File: src/rtl/serial_word_loader.sv
// rtl/serial_word_loader.sv - serial-to-parallel word loader with valid/ready handshakes
// Collects WIDTH serial bits, presents the word, and pulses load_enable on the word handshake.
module serial_word_loader #(
  parameter int WIDTH     = 8,
  parameter bit MSB_FIRST = 1'b1,
  localparam int CW       = $clog2(WIDTH + 1)
) (
  input  logic             clk,
  input  logic             reset,
  input  logic             serial_in,
  input  logic             serial_valid,
  output logic             serial_ready,
  input  logic             frame_abort,
  output logic [WIDTH-1:0] word_out,
  output logic             word_valid,
  input  logic             word_ready,
  output logic             load_enable,
  output logic [CW-1:0]    bit_count,
  output logic             overrun,
  input  logic             clear_overrun
);

  typedef enum logic [1:0] {IDLE, SHIFT, FULL} state_e;

  localparam logic [CW-1:0] LAST = CW'(WIDTH - 1);

  state_e           state_q, state_d;
  logic [WIDTH-1:0] shift_q, shift_d;
  logic [WIDTH-1:0] word_q, word_d;
  logic [CW-1:0]    count_q, count_d;
  logic             overrun_q, overrun_d;
  logic [WIDTH-1:0] shifted;

  // Accumulator with the incoming bit inserted at the end opposite the first bit.
  generate
    if (WIDTH == 1) begin : g_single
      assign shifted = serial_in;
    end else if (MSB_FIRST) begin : g_msb
      assign shifted = {shift_q[WIDTH-2:0], serial_in};
    end else begin : g_lsb
      assign shifted = {serial_in, shift_q[WIDTH-1:1]};
    end
  endgenerate

  always_comb begin
    state_d   = state_q;
    shift_d   = shift_q;
    word_d    = word_q;
    count_d   = count_q;
    overrun_d = overrun_q;
    if (clear_overrun) overrun_d = 1'b0;
    if (state_q == FULL && serial_valid) overrun_d = 1'b1;
    case (state_q)
      IDLE, SHIFT: begin
        if (frame_abort) begin
          state_d = IDLE;
          count_d = '0;
          shift_d = '0;
        end else if (serial_valid) begin
          shift_d = shifted;
          if (count_q == LAST) begin
            state_d = FULL;
            word_d  = shifted;
            count_d = '0;
          end else begin
            state_d = SHIFT;
            count_d = count_q + CW'(1);
          end
        end
      end
      FULL: begin
        if (word_ready) state_d = IDLE;
      end
      default: state_d = IDLE;
    endcase
  end

  always_ff @(posedge clk) begin
    if (reset) begin
      state_q   <= IDLE;
      shift_q   <= '0;
      word_q    <= '0;
      count_q   <= '0;
      overrun_q <= 1'b0;
    end else begin
      state_q   <= state_d;
      shift_q   <= shift_d;
      word_q    <= word_d;
      count_q   <= count_d;
      overrun_q <= overrun_d;
    end
  end

  assign serial_ready = (state_q != FULL);
  assign word_valid   = (state_q == FULL);
  // Gated by reset so a word discarded by reset never reaches the register bank.
  assign load_enable  = word_valid & word_ready & ~reset;
  assign word_out     = word_q;
  assign bit_count    = count_q;
  assign overrun      = overrun_q;

endmodule

File: config.mk
export PLATFORM = sky130hd
export DESIGN_NAME = serial_word_loader
export DESIGN_NICKNAME = d
export VERILOG_FILES = /design/src/rtl/serial_word_loader.sv
export SDC_FILE = /design/constraint.sdc
export NUM_CORES = 1
export LEC_CHECK = 0
export ABC_AREA = 1
export CAP_MARGIN = 20
export CELL_PAD_IN_SITES_DETAIL_PLACEMENT = 0
export CELL_PAD_IN_SITES_GLOBAL_PLACEMENT = 1
export CORE_AREA = 2 2 54 56
export DETAILED_ROUTE_END_ITERATION = 6
export DIE_AREA = 0 0 56 58
export HOLD_SLACK_MARGIN = 0.03
export PLACE_DENSITY_LB_ADDON = 0.1
export SETUP_SLACK_MARGIN = 0.15
export SLEW_MARGIN = 15
export SYNTH_ARGS = -nofsm -noshare
export SYNTH_HDL_FRONTEND = slang
export SYNTH_SLANG_ARGS = --single-unit
export TNS_END_PERCENT = 30
File: constraint.sdc
create_clock -name clk -period 3.2 [get_ports clk]
set_input_delay 0.64 -clock clk [delete_from_list [all_inputs] [get_ports clk]]
set_output_delay 0.64 -clock clk [all_outputs]
set_load 0.02 [all_outputs]
==> metrics.sh <==
STATUS='completed'
INSERTEDDIODECOUNT=0
WORST_SETUP_HOLD_PATH_CLK_SLEW_NS=0.12
SYNTHSIMPLEGATEAREAFRAC_PCT=29.4
POST_SYNTH_TOP_AREA_CELL='dfxtp_1'
ENDPOINT='load_enable'
CTS.SINK_COUNT=22
DRT_ITER0_MARKERS=19
GRT_START_MAX_NET_PINS=22
WORST_SETUP_PATH_STARTPOINT='word_ready'
PLACE_CONGESTION=0.675
HOLD_WS_NS=0.471
NUMBER_OF_GLOBAL_ROUTE_VIAS_BEFORE_REPAIR=794
WIRE_PER_INST_MICRONS=11.0
SYNTH-COMPOUND-AREA-SHARE_PCT=15.5
NFILLCELLS=283
POWER.CLOCK.FRACTION_PCT=32.8
POWER.NET_SWITCHING_mW=0.104
COUNT_OF_FINAL_SETUP_VIOLATORS=0
SYNTH.CELL_AREA_SQ_UM=933
STARTING_DENSITY_OF_THE_CORE_PCT=35.1
DRC_ERRORS=0
YS_TYPES=20
IO-PIN-COUNT=23
SYNTHESIS.AREA_PER_INSTANCE_SQ_UM=7.98
SWITCHING_SHARE_PCT=22.4
SYNTH-ADDER-AREA-SHARE_PCT=1.34
HOLD_PATH_CLASS='register to register'
SYNTH_MUX_AREA_SHARE_PCT=0
ANTENNA_FOUND_INITIAL=0
GRTUSAGETOTAL_PCT=13.9
FINALMAXSLEWVIOLATIONS=0
CP.REQUIRED_NS=2.56
POSTSYNTH.TOPFLOPCELL='dfxtp_1'
ARRIVAL_TIME_OF_THE_WORST_SETUP_PATH_NS=1.95
R2R_START='bit_count[0]$_SDFFE_PP0P_'
FINALSETUPTNS_NS=0
SYNTH.AREA.TOP_CELLS='dfxtp_1 (47%), nand2_1 (14%), a21oi_2 (7.5%)'
ANTENNA_VIOLATING_NETS_LEFT=0
NUMPORTBUFFERS=22
NETLIST_INSTANCES=117
CTSHOLDBUFFERS=0
DETAILED_PLACE.AREA_SQ_MM=0.00118
DP_CELLS=168
SYNTH-SEQ-AREA-SHARE_PCT=47.2
REPORT.POWER.TOTAL_mW=0.463
CTS_MADE_BUFFERS=3
MAX_FREQ_MHz=386
POWER-PER-CELL-AREA_mW_PER_MM2=379
LAYOUT_MIN_CYCLE_TIME_NS=2.59
AREA_GROWTH_PCT=30.7
VIAS=801
SHARE_OF_LAYOUT_CELLS_ABOVE_DRIVE_STRENGTH_1_PCT=16.3
MIN_PERIOD_OVER_PERIOD_PCT=81.0
VDD_IR_DROP_MAX_mV=0.244
YOSYS.AREA_SHARE.XOR_XNOR_PCT=0
TIMING.CRITICAL_PATH.TO_TYPE='primary output'
FIRSTDRTPASSITERS=4
CTS_BUFFER_DEPTH=2
DIE_AREA_SQ_MM=0.00325
CRITICAL_PATH.REG2REG.ENDPOINT='word_out[4]$_SDFFE_PP0P_'
CTS-ROOT-BUF='clkbuf_4'
STATIC-LEAKAGE-POWER_nW=0.461
TRITONCTS='yes'
CHIPWIDTH_MICRONS=56
SYNTH.NET_COUNT=125
CTS.REPAIR.RESIZED=0
CELLINTERNALPOWER_mW=0.359
SYNTH.TOP_CELLS.BY_COUNT='nand2_1 (35), dfxtp_1 (22), a21oi_1 (13)'
HPWL_MICRONS=1310
DRT-VIAS-PER-INSTANCE=4.66
R2R_CELLS=7
CRITICAL_PATH_CLASS='primary input to primary output'
WORSTSKEWPAIRLATENCY_NS=0.31
WORST-SLEW-PIN-TRANSITION_NS=0.351
LAYOUT.CELL_AREA.NON_FILLER_SQ_MM=0.00122
MAX_SLEW_MARGIN_PCT=76.6
SYNTH.MOST_COMMON_CELL='nand2_1'
CTS_POST_SETUP_BUFFERS_INSERTED=0
WIRE_LENGTH_OF_THE_FIRST_GLOBAL_ROUTING_PASS_MICRONS=3500
CRITICAL_PATH.MAX_FANOUT=2
YS_FF_LATCH=22
YS_WARN_COUNT=0
PLACEMENT_ROWS=19
POWER.SHARE.SEQUENTIAL_PCT=60.2
TIMING.MAX_CAP.VIOLATIONS=0
FINALHOLDVIOLCOUNT=0
GR-TOTAL-OVERFLOW=0
SYNTH_TOP_CELL_AREA_SHARE_PCT=47.2
UNREPAIRED_SETUP_ENDPOINTS_AFTER_GLOBAL_ROUTING='false'
WIRELENGTH_ROUTED_MICRONS=1900
ASYNC_FLOP_SHARE_PCT=0
SYNTH_TOP_FAMILY_BY_AREA='simple AND/OR/NAND/NOR gates'
NUM-NETS-FINAL=150
SKEW_NS=0.00126
FP.COREAREA_SQ_MM=0.00266
P_COMB_SHARE_PCT=7.1
CTS.HTREE.LEVELS=1
REGTOREGSETUPSLACK_NS=1.92
WORSTSETUPSTARTPOINTTYPE='primary input'
DIE_HEIGHT_MICRONS=58
SYNTH_ENABLE_FLOP_CELLS=0
FIN_CELLS=172
worst min-delay path by stage:
stage	slack (ns)	cells after the start	from	endpoint
floorplan	0.44	2	shift_q[6]$_SDFFE_PP0P_	shift_q[6]$_SDFFE_PP0P_
global placement	0.45	2	overrun$_SDFFE_PP0P_	overrun$_SDFFE_PP0P_
detailed placement	0.46	2	word_out[1]$_SDFFE_PP0P_	word_out[1]$_SDFFE_PP0P_
CTS	0.48	2	overrun$_SDFFE_PP0P_	overrun$_SDFFE_PP0P_
global route	0.50	2	overrun$_SDFFE_PP0P_	overrun$_SDFFE_PP0P_
finish	0.47	2	overrun$_SDFFE_PP0P_	overrun$_SDFFE_PP0P_
power groups by stage:
stage	Sequential, mW	Clock [mW]	Combinational, mW
after floorplan	0.286	0	0.0167
after global placement	0.285	0	0.0329
after detailed placement	0.285	0	0.0330
after CTS	0.279	0.163	0.0332
after global routing	0.279	0.176	0.0361
final	0.278	0.152	0.0327
routing by layer:
metal	global-route usage (%)	wire length [microns]
met5	0	0
met4	7.82	40
met3	3.35	70
met2	22.0	897
met1	17.4	889
cells in the final DEF, fill, tap and decap left out:
cell type        count
ha_1                 1
nand2_4              2
clkbuf_4             3
buf_4                1
nand2_1             35
nor2_8               1
nand3_1              4
nand2_2              2
a21oi_2              8
dfxtp_1             22
nor2_1               7
nand3_4              1
clkbuf_8             1
nor2_2               2
inv_1               10
o21ai_0              2
clkdlybuf4s50_1     22
nor3_1               1
a21oi_1             13
nand4_1              1
inv_2                2
through the flow:
stage          worst slack (ns)  util (%)
2_1_floorplan              1.05         -
3_3_place_gp              0.632      44.5
3_5_place_dp              0.600      44.5
4_1_cts                   0.595      45.8
5_1_grt                   0.544      45.8
6_report                  0.608      45.8
cells by family after synthesis:
| family | after synthesis |
|---|---|
| buf+inv | 15 |
| flops | 22 |
| simple gates | 56 |
| fa+ha+maj | 1 |
| compound gates | 23 |
sequential cells by signal, summed over array words and instances, names as in the netlist:
register	cells
shift_q	7
overrun	1
word_out	8
state_q	2
bit_count	4
worst max-delay path, stage by stage:
cell             delay [ns]
clkdlybuf4s50_1        0.45
inv_1                  0.05
nor3_1                 0.18
clkdlybuf4s50_1        0.63
area by class of cell:
class	instances	area, sq um	share of cell area (%)
Sequential cell	22	440	36.1
Multi-Input combinational cell	80	432	35.4
Timing Repair Buffer	23	228	18.7
Inverter	12	45.0	3.69
Tap cell	31	38.8	3.18
Clock buffer	4	36.3	2.97
(Power assumes the default switching activity.)
